[config.mk]
export PLATFORM = sky130hd
export DESIGN_NAME = commit_trace_buffer
export DESIGN_NICKNAME = d
export VERILOG_FILES = /design/src/rtl/commit_trace_buffer.sv
export SDC_FILE = /design/constraint.sdc
export NUM_CORES = 2
export LEC_CHECK = 0
export ABC_AREA = 1
export BUFFER_PORTS_ARGS = -buffer_cell sky130_fd_sc_hd__buf_2
export CORE_MARGIN = 4
export CORE_UTILIZATION = 34
export DETAILED_ROUTE_END_ITERATION = 7
export MAX_ROUTING_LAYER = met4
export PLACE_DENSITY = 0.6
export SLEW_MARGIN = 0
export SYNTH_ARGS = -nofsm -noshare
export SYNTH_HDL_FRONTEND = slang
export SYNTH_SLANG_ARGS = --single-unit
[constraint.sdc]
create_clock -name clk -period 4.5 [get_ports clk]
set_input_delay 0 -clock clk [delete_from_list [all_inputs] [get_ports clk]]
set_output_delay 0 -clock clk [all_outputs]
set_load 0.01 [all_outputs]
[src/rtl/commit_trace_buffer.sv]
// commit_trace_buffer
// Captures up to two retiring instructions per cycle (slot0 older) from the
// dual-issue commit stage. The trace-relevant ones are kept in program order
// in a first-word-fall-through FIFO and drained one per cycle over a
// valid/ready port. The block also keeps retire, cycle and branch-prediction
// counters.
module commit_trace_buffer #(
    parameter int DEPTH        = 16,
    parameter bit TRACE_FILTER = 1'b1
) (
    input  logic        clk,
    input  logic        reset,
    input  logic        c0_valid,
    input  logic [31:0] c0_pc,
    input  logic [3:0]  c0_wstrb,
    input  logic [4:0]  c0_dest,
    input  logic [31:0] c0_wdata,
    input  logic        c0_br_op,
    input  logic        c0_pred_ok,
    input  logic        c1_valid,
    input  logic [31:0] c1_pc,
    input  logic [3:0]  c1_wstrb,
    input  logic [4:0]  c1_dest,
    input  logic [31:0] c1_wdata,
    input  logic        c1_br_op,
    input  logic        c1_pred_ok,
    output logic        commit_stall,
    output logic        trace_valid,
    input  logic        trace_ready,
    output logic [31:0] trace_pc,
    output logic [4:0]  trace_dest,
    output logic [31:0] trace_wdata,
    output logic [3:0]  trace_wstrb,
    output logic        overflow,
    output logic [31:0] inst_count,
    output logic [31:0] cycle_count,
    output logic [31:0] br_count,
    output logic [31:0] br_hit
);
    localparam int AW = $clog2(DEPTH);
    localparam int CW = AW + 1;

    // Bytes whose strobe is clear carry no defined data; force them to zero.
    function automatic logic [31:0] mask_wdata(input logic [31:0] d, input logic [3:0] s);
        logic [31:0] m;
        for (int b = 0; b < 4; b++) begin
            m[b*8 +: 8] = s[b] ? d[b*8 +: 8] : 8'h00;
        end
        return m;
    endfunction

    logic [31:0]   r_pc    [DEPTH];
    logic [4:0]    r_dest  [DEPTH];
    logic [31:0]   r_wdata [DEPTH];
    logic [3:0]    r_wstrb [DEPTH];
    logic [AW-1:0] r_wr_ptr;
    logic [AW-1:0] r_rd_ptr;
    logic [CW-1:0] r_count;
    logic          r_overflow;
    logic [31:0]   r_inst_count;
    logic [31:0]   r_cycle_count;
    logic [31:0]   r_br_count;
    logic [31:0]   r_br_hit;

    logic          w_q0;
    logic          w_q1;
    logic [CW-1:0] w_free;
    logic [1:0]    w_n_wr;
    logic          w_drop;
    logic          w_deq;
    logic [31:0]   w_first_pc;
    logic [4:0]    w_first_dest;
    logic [31:0]   w_first_wdata;
    logic [3:0]    w_first_wstrb;
    logic [AW-1:0] w_wr_ptr_p1;

    // Slot qualification, space check against the registered count, and write selection.
    always_comb begin
        w_q0   = c0_valid && (!TRACE_FILTER || ((c0_wstrb != 4'h0) && (c0_dest != 5'd0)));
        w_q1   = c1_valid && (!TRACE_FILTER || ((c1_wstrb != 4'h0) && (c1_dest != 5'd0)));
        w_free = CW'(DEPTH) - r_count;
        w_n_wr = 2'd0;
        w_drop = 1'b0;
        case ({w_q0, w_q1})
            2'b11: begin
                if (w_free >= CW'(2)) begin
                    w_n_wr = 2'd2;
                end else if (w_free == CW'(1)) begin
                    w_n_wr = 2'd1;
                    w_drop = 1'b1;
                end else begin
                    w_drop = 1'b1;
                end
            end
            2'b10, 2'b01: begin
                if (w_free >= CW'(1)) begin
                    w_n_wr = 2'd1;
                end else begin
                    w_drop = 1'b1;
                end
            end
            default: begin
                w_n_wr = 2'd0;
            end
        endcase
        w_deq = (r_count != CW'(0)) && trace_ready;
        // The older qualifying slot always lands at wr_ptr.
        if (w_q0) begin
            w_first_pc    = c0_pc;
            w_first_dest  = c0_dest;
            w_first_wdata = mask_wdata(c0_wdata, c0_wstrb);
            w_first_wstrb = c0_wstrb;
        end else begin
            w_first_pc    = c1_pc;
            w_first_dest  = c1_dest;
            w_first_wdata = mask_wdata(c1_wdata, c1_wstrb);
            w_first_wstrb = c1_wstrb;
        end
        w_wr_ptr_p1 = r_wr_ptr + AW'(1);
    end

    // FIFO storage; contents need no reset because occupancy gates visibility.
    always_ff @(posedge clk) begin
        if (w_n_wr != 2'd0) begin
            r_pc[r_wr_ptr]    <= w_first_pc;
            r_dest[r_wr_ptr]  <= w_first_dest;
            r_wdata[r_wr_ptr] <= w_first_wdata;
            r_wstrb[r_wr_ptr] <= w_first_wstrb;
        end
        if (w_n_wr == 2'd2) begin
            r_pc[w_wr_ptr_p1]    <= c1_pc;
            r_dest[w_wr_ptr_p1]  <= c1_dest;
            r_wdata[w_wr_ptr_p1] <= mask_wdata(c1_wdata, c1_wstrb);
            r_wstrb[w_wr_ptr_p1] <= c1_wstrb;
        end
    end

    // Pointers, occupancy and the sticky drop flag.
    always_ff @(posedge clk) begin
        if (reset) begin
            r_wr_ptr   <= '0;
            r_rd_ptr   <= '0;
            r_count    <= '0;
            r_overflow <= 1'b0;
        end else begin
            r_wr_ptr   <= r_wr_ptr + AW'(w_n_wr);
            r_rd_ptr   <= r_rd_ptr + AW'(w_deq);
            r_count    <= r_count + CW'(w_n_wr) - CW'(w_deq);
            r_overflow <= r_overflow | w_drop;
        end
    end

    // Retire, cycle and branch-prediction counters (unfiltered, wrap at 2^32).
    always_ff @(posedge clk) begin
        if (reset) begin
            r_inst_count  <= 32'd0;
            r_cycle_count <= 32'd0;
            r_br_count    <= 32'd0;
            r_br_hit      <= 32'd0;
        end else begin
            r_cycle_count <= r_cycle_count + 32'd1;
            r_inst_count  <= r_inst_count + {31'd0, c0_valid} + {31'd0, c1_valid};
            r_br_count    <= r_br_count + {31'd0, c0_valid & c0_br_op}
                                        + {31'd0, c1_valid & c1_br_op};
            r_br_hit      <= r_br_hit + {31'd0, c0_valid & c0_br_op & c0_pred_ok}
                                      + {31'd0, c1_valid & c1_br_op & c1_pred_ok};
        end
    end

    assign commit_stall = (w_free < CW'(2));
    assign trace_valid  = (r_count != CW'(0));
    assign trace_pc     = trace_valid ? r_pc[r_rd_ptr]    : 32'h0;
    assign trace_dest   = trace_valid ? r_dest[r_rd_ptr]  : 5'd0;
    assign trace_wdata  = trace_valid ? r_wdata[r_rd_ptr] : 32'h0;
    assign trace_wstrb  = trace_valid ? r_wstrb[r_rd_ptr] : 4'h0;
    assign overflow     = r_overflow;
    assign inst_count   = r_inst_count;
    assign cycle_count  = r_cycle_count;
    assign br_count     = r_br_count;
    assign br_hit       = r_br_hit;
endmodule

* Yosys cells after proc, flatten, opt, wreduce, memory -nomap -nowiden
Memories as Yosys holds them, arrays and structs flattened. A register that Yosys moved wholly into a read port is not among the register bits.
Index checks and enable logic that the tools add are counted.
** Word-level totals
- Word-level logic and storage cells :: 81
- Output and inout bits :: 204
- RAM bits :: 1168
- Input port bits :: 155
- Register bits after elaboration :: 142
- Memories kept :: 4
** Operators by class
- Add/sub/neg operators :: 13
- Muxes and demuxes :: 31
- Bitwise logic cells :: 5
- Order comparisons :: 3
- Eq/ne operators :: 5
- Reductions and logical operators :: 12
** Memory list
- r_pc :: depth 16, width 32, rd ports 1, clocked after Yosys merged registers in 1, wr ports 2, RTL line 52 : logic [31:0] r_pc [DEPTH];
- r_wdata :: depth 16, width 32, rd ports 1, clocked after Yosys merged registers in 1, wr ports 2, RTL line 54 : logic [31:0] r_wdata [DEPTH];
- r_dest :: depth 16, width 5, rd ports 1, clocked after Yosys merged registers in 1, wr ports 2, RTL line 53 : logic [4:0] r_dest [DEPTH];
- r_wstrb :: depth 16, width 4, rd ports 1, clocked after Yosys merged registers in 1, wr ports 2, RTL line 55 : logic [3:0] r_wstrb [DEPTH];
** Operator list (count)
- adder 32 x 1 -> 32 bit :: 6
- 2-to-1 mux 32 bit :: 4
- 2-to-1 mux 8 bit :: 8
- adder 32 x 1 -> 32 bit (second input constant) :: 1
- 2-to-1 mux 4 bit :: 6
- nonzero test 5 bit :: 3
- 2-to-1 mux 5 bit :: 2
- 2-to-1 mux 1 bit :: 8
- nonzero test 4 bit :: 2
- equality test 2 bit (second input constant) :: 3
- adder 5 x 2 -> 5 bit :: 1
- equality test 5 x 1 -> 1 bit (second input constant) :: 1
- >= comparator 5 x 1 -> 1 bit (second input constant) :: 1
- >= comparator 5 x 2 -> 1 bit (second input constant) :: 1
- logical AND 1 bit :: 5
- less-than comparator 5 x 2 -> 1 bit (second input constant) :: 1
- subtractor 5 x 1 -> 5 bit :: 1
- subtractor 5 bit (first input constant) :: 1
- adder 4 x 1 -> 4 bit :: 1
- adder 4 x 1 -> 4 bit (second input constant) :: 1
- adder 4 x 2 -> 4 bit :: 1
- bitwise AND 1 bit :: 4
- case mux 2 bit (2 select lines) :: 1
- equality test 2 x 1 -> 1 bit (second input constant) :: 1
- 5 further kinds :: 5

* Depth between registers and ports, before layout
- Depth after elaboration :: 9
- Depth in mapped cells :: 24
- Gate-level depth less buffers :: 22

* Worst setup path after synthesis
Ideal clock, no wire load.
- Path kind :: flip-flop to flip-flop
- Start :: reg r_count[0]
- End :: mem r_dest[0][0] (enable)
- Setup time :: 0.433 ns
- Cell stages (with the launch flop) :: 18
- Data required time :: 4.067 ns
- Arrival :: 3.846 ns
- Period minus slack after synthesis :: 4.279 ns
- Setup slack :: 0.221 ns
- Buffers on the path :: 2
- Cell sequence :: dfxtp_1 > inv_1 > ha_1 > nand2_1 > inv_1 > ha_1 > inv_1 > nor2_1 > nand4_2 > nor2_2 > nand3_1 > nand2_1 > nand2_2 > buf_2 > nand2_1 > buf_4 > nand2_1 > nand2_1
** RTL lines
- start, declared :: RTL line 58 : logic [CW-1:0] r_count;
- start signal, assigned :: RTL line 148 : r_count <= r_count + CW'(w_n_wr) - CW'(w_deq);
- end, declared :: RTL line 53

==> run summary <==
Outcome
• **result of the run** complete, but fails checks
• **violated checks** design-rule violations

GRT
• **via count of the first global-routing pass** 66918
• **pin count of the biggest net entering global routing** 247
• **final global-route overflow total** 0
• **Overall Global Routing Usage** 27.9%
• **initial antenna violation count** 51
• **wire length of the first global-routing pass** 457 mm

Final layout
• **Layout area overhead** 13.0%
• **Layout Cells excl Fill** 11568
• **commonest non-fill, non-tap cell in the layout** sky130_fd_sc_hd__nand2_1
• **area occupied by registers** 37900 sq um
• **fill cell instance count of the final layout** 21219
• **Final Net Count** 8755
• **top library cells by usage in the layout, fill and taps aside** sky130_fd_sc_hd__nand2_1 (2668), sky130_fd_sc_hd__nand4_1 (1203), sky130_fd_sc_hd__edfxtp_1 (1168), sky130_fd_sc_hd__nor2_1 (732), sky130_fd_sc_hd__o21ai_0 (623)
• **fraction of layout instances using a drive strength above 1** 10.0%
• **area of combinational cells with multiple inputs** 30600 sq um

Job
• **max-cap violations** 0

Worst setup path
• **Setup crit start kind** flop
• **cell with the largest stage delay on the worst path** sky130_fd_sc_hd__buf_4
• **startpoint of the worst-slack reg-to-reg timing path** r_count[0]$_SDFF_PP0_
• **arrival time of data at the critical path endpoint** 5.01 ns
• **worst-path fanout max** 37
• **worst reg2reg setup slack** 0.19 ns
• **largest stage delay on the critical path** 0.65 ns
• **crit path cell chain** inv_1, ha_1, nand2_1, inv_1, ha_4, inv_1, nor2_1, nand4_2, nor2_2, nand3_1, nand2_1, nand2_8, nand3_4, buf_4, buf_4, nand2_1, nand2_1, dlygate4sd3_1
• **startpoint-to-endpoint class of the critical path** reg -> reg
• **R2R Path End** r_pc[11][6]$_DFFE_PP_
• **category of the worst setup path capture point** flop
• **most used cell along the critical path** sky130_fd_sc_hd__nand2_1
• **cell family contributing the most delay on the critical path** buffers and inverters
• **required time at the endpoint of the critical path** 5.20 ns
• **r2r worst-path depth** 18
• **count of buffer and inverter cells on the critical path** 6

CTS
• **setup fix buffers added after clock tree synthesis** 0
• **H-tree Lvls** 4
• **Num CTS Buffers** 142
• **Clock transition at path regs** 0.06 ns
• **deepest clock path buffer count** 3
• **worst skew pair latency** 0.82 ns
• **library cell used as clock root buffer** sky130_fd_sc_hd__clkbuf_16
• **CTS tree** built
• **TritonCTS sink count** 1310

STA
• **worst slew pin tran** 1.33 ns
• **fin. max-slew vios** 0
• **crit share post-route** 95.9%
• **number of hold violations in the final report** 0
• **final total negative setup slack** 0 ns
• **Worst slew margin** 11.6%
• **achievable clock frequency** 232 MHz
• **Finish-stage setup viols** 0
• **setup repair after global routing missed its margin** false
• **Max Clock Skew** 0.0265 ns
• **min cycle time layout** 4.31 ns
• **worst hold-check slack** 0.0621 ns

Synthesis
• **cell taking the most area after synthesis** sky130_fd_sc_hd__edfxtp_1
• **Post-Synthesis Mean Instance Area** 8.41 sq um
• **number of flip-flops and latches in the synthesized netlist** 1310
• **area share of xor/xnor cells in the synthesized design** 0.215%
• **fraction of synthesized area in multiplexers** 0%
• **largest family of logic cells by synthesized area** simple AND/OR/NAND/NOR gates
• **synth warn** 0
• **Mapped Cells** 8724
• **post-synthesis sequential area ratio** 51.7%
• **Simple-Gate Fraction of Synth Area** 30.2%
• **post-synthesis compound-gate area fraction** 10.2%
• **predominant post-synthesis flop cell** sky130_fd_sc_hd__edfxtp_1
• **largest cells by area after synthesis** sky130_fd_sc_hd__edfxtp_1 (48%), sky130_fd_sc_hd__nand2_1 (14%), sky130_fd_sc_hd__nand4_1 (10%)
• **number of library cell types mapped by synthesis** 42
• **number of enable-type register cells in the synthesized netlist** 1168
• **fraction of the mapped netlist area in adder cells** 0.494%
• **top-area cell type share of the netlist area** 47.8%
• **FFs w/ async S/R, synth** 0%
• **area of the mapped netlist** 73400 sq um
• **nets in the synthesized netlist** 8905

Die
• **Top-Level Pins** 359
• **effective utilization at floorplan** 34.2%
• **core region area** 215000 sq um
• **FP Rows** 170
• **DIE HEIGHT** 473 um
• **area enclosed by the die boundary** 223000 sq um
• **Die Span X** 473 um

Routing
• **routed via count** 70880
• **Routed Antenna Nets** 0
• **total wire length** 315 mm
• **number of remaining DRC errors** 2
• **Via density** 6.13
• **number of search-and-repair iterations in the first detailed-routing pass** 8
• **DRC marker count from the first detailed-route iteration** 11018
• **mean routed wirelength per cell** 27.3 um

Worst hold path
• **Worst Min Path Start** c1_wdata[6]
• **capture endpoint of the worst hold path** r_wdata[13][6]$_DFFE_PP_
• **Hold WC Path Type** in -> reg
• **Hold Path Stages** 5

Placed design
• **detailed-placement wirelength estimate** 170 mm
• **RD Place Congestion** 0.898
• **IO Port Bufs** 358
• **number of cells in the design after placement** 11109

Power
• **VDD IR-drop max** 0.000445 V
• **leak pwr** 0.0320 uW
• **total power per unit cell area** 465 nW/um^2

## flip-flops by register name, indices dropped and copies added, names as in the netlist, 5 cells and up
name,flops
br_hit,32
r_dest,80
cycle_count,32
r_count,5
r_wdata,512
inst_count,32
r_wstrb,64
r_pc,512
br_count,32
## routing by layer
layer	vias to the layer above	GRT usage [%]	wire length, um
li1	30714	-	-
met1	33894	35.3	118000
met4	0	13.7	17200
met5	-	-	0
met2	5216	41.0	138000
met3	1056	8.04	42300
## worst max path at each step
stage	depth (start not counted)	start	end	slack (ns)
6_report	18	r_count[0]$_SDFF_PP0_	r_pc[11][6]$_DFFE_PP_	0.19
3_5_place_dp	17	r_count[0]$_SDFF_PP0_	r_pc[10][3]$_DFFE_PP_	0.73
2_1_floorplan	17	r_count[0]$_SDFF_PP0_	r_dest[0][0]$_DFFE_PP_	0.22
4_1_cts	18	r_count[0]$_SDFF_PP0_	r_pc[5][11]$_DFFE_PP_	0.22
5_1_grt	18	r_count[0]$_SDFF_PP0_	r_pc[11][6]$_DFFE_PP_	0.01
3_3_place_gp	17	r_count[0]$_SDFF_PP0_	r_pc[11][16]$_DFFE_PP_	0.71
## stage by stage
step	setup WS, ns	total power (uW)	instance area [sq um]	util [%]
after CTS	0.222	38300	82800	38.6
after global routing	0.0131	39900	82900	38.6
final	0.186	38600	82900	38.6
after detailed placement	0.733	27200	77000	35.9
after global placement	0.705	27000	77000	35.9
after floorplan	0.221	21900	73400	-
## power breakdown
| part | switching [uW] | internal (uW) | leakage [uW] |
|---|---|---|---|
| logic | 9930 | 3040 | 0.0182 |
| registers | 244 | 14200 | 0.0118 |
| clock network | 5150 | 6020 | 0.00206 |
| total | 15300 | 23300 | 0.0320 |
## worst register-to-register path, delay by kind of cell (launching register included)
family	cells	cell delay (ns)
flops	1	0.40
buf+inv	6	1.99
fa+ha+maj	2	0.51
simple gates	10	1.29
## cells in the mapped netlist, types with 16 or more instances
cell and number:
sky130_fd_sc_hd__o221ai_1 195, sky130_fd_sc_hd__nand4_1 1203, sky130_fd_sc_hd__o21ai_4 21, sky130_fd_sc_hd__a21oi_1 148, sky130_fd_sc_hd__buf_1 90, sky130_fd_sc_hd__edfxtp_1 1168, sky130_fd_sc_hd__nor3_1 68, sky130_fd_sc_hd__o21ai_0 623
sky130_fd_sc_hd__nand2_1 2684, sky130_fd_sc_hd__buf_6 26, sky130_fd_sc_hd__nor2_1 748, sky130_fd_sc_hd__clkbuf_1 530, sky130_fd_sc_hd__buf_2 295, sky130_fd_sc_hd__or2_2 16, sky130_fd_sc_hd__nand2_2 40, sky130_fd_sc_hd__dfxtp_1 142
sky130_fd_sc_hd__nand3_1 150, sky130_fd_sc_hd__o22ai_1 97, sky130_fd_sc_hd__ha_1 21, sky130_fd_sc_hd__inv_1 208, sky130_fd_sc_hd__o211ai_1 97, sky130_fd_sc_hd__buf_4 52, sky130_fd_sc_hd__nor3b_1 18
## kinds of logic (layout without fill, tap and decap cells)
family	after synthesis	count (layout)
xor+xnor	18	18
simple gates	4951	4951
buf+inv	1206	1165
other cells	0	47
flops	1310	1310
compound gates	1213	1213
fa+ha+maj	26	26
## layout make-up
| type | count | area share, % |
|---|---|---|
| flip-flops and latches | 1310 | 45.7 |
| multi-input cells | 6208 | 36.9 |
| repair buffers | 699 | 6.83 |
| clock buffers | 190 | 4.59 |
| well taps | 2838 | 4.28 |
| inverters | 213 | 0.988 |
| clock inverters | 63 | 0.504 |
| diodes | 47 | 0.142 |
## timing repair
item	4_1_cts	5_1_grt
hold buffers	159	0
endpoints found under the setup margin	0	4
endpoints found under the hold margin	1033	0
resized for setup	0	1
Note: power is estimated with default switching activity, not from simulation.
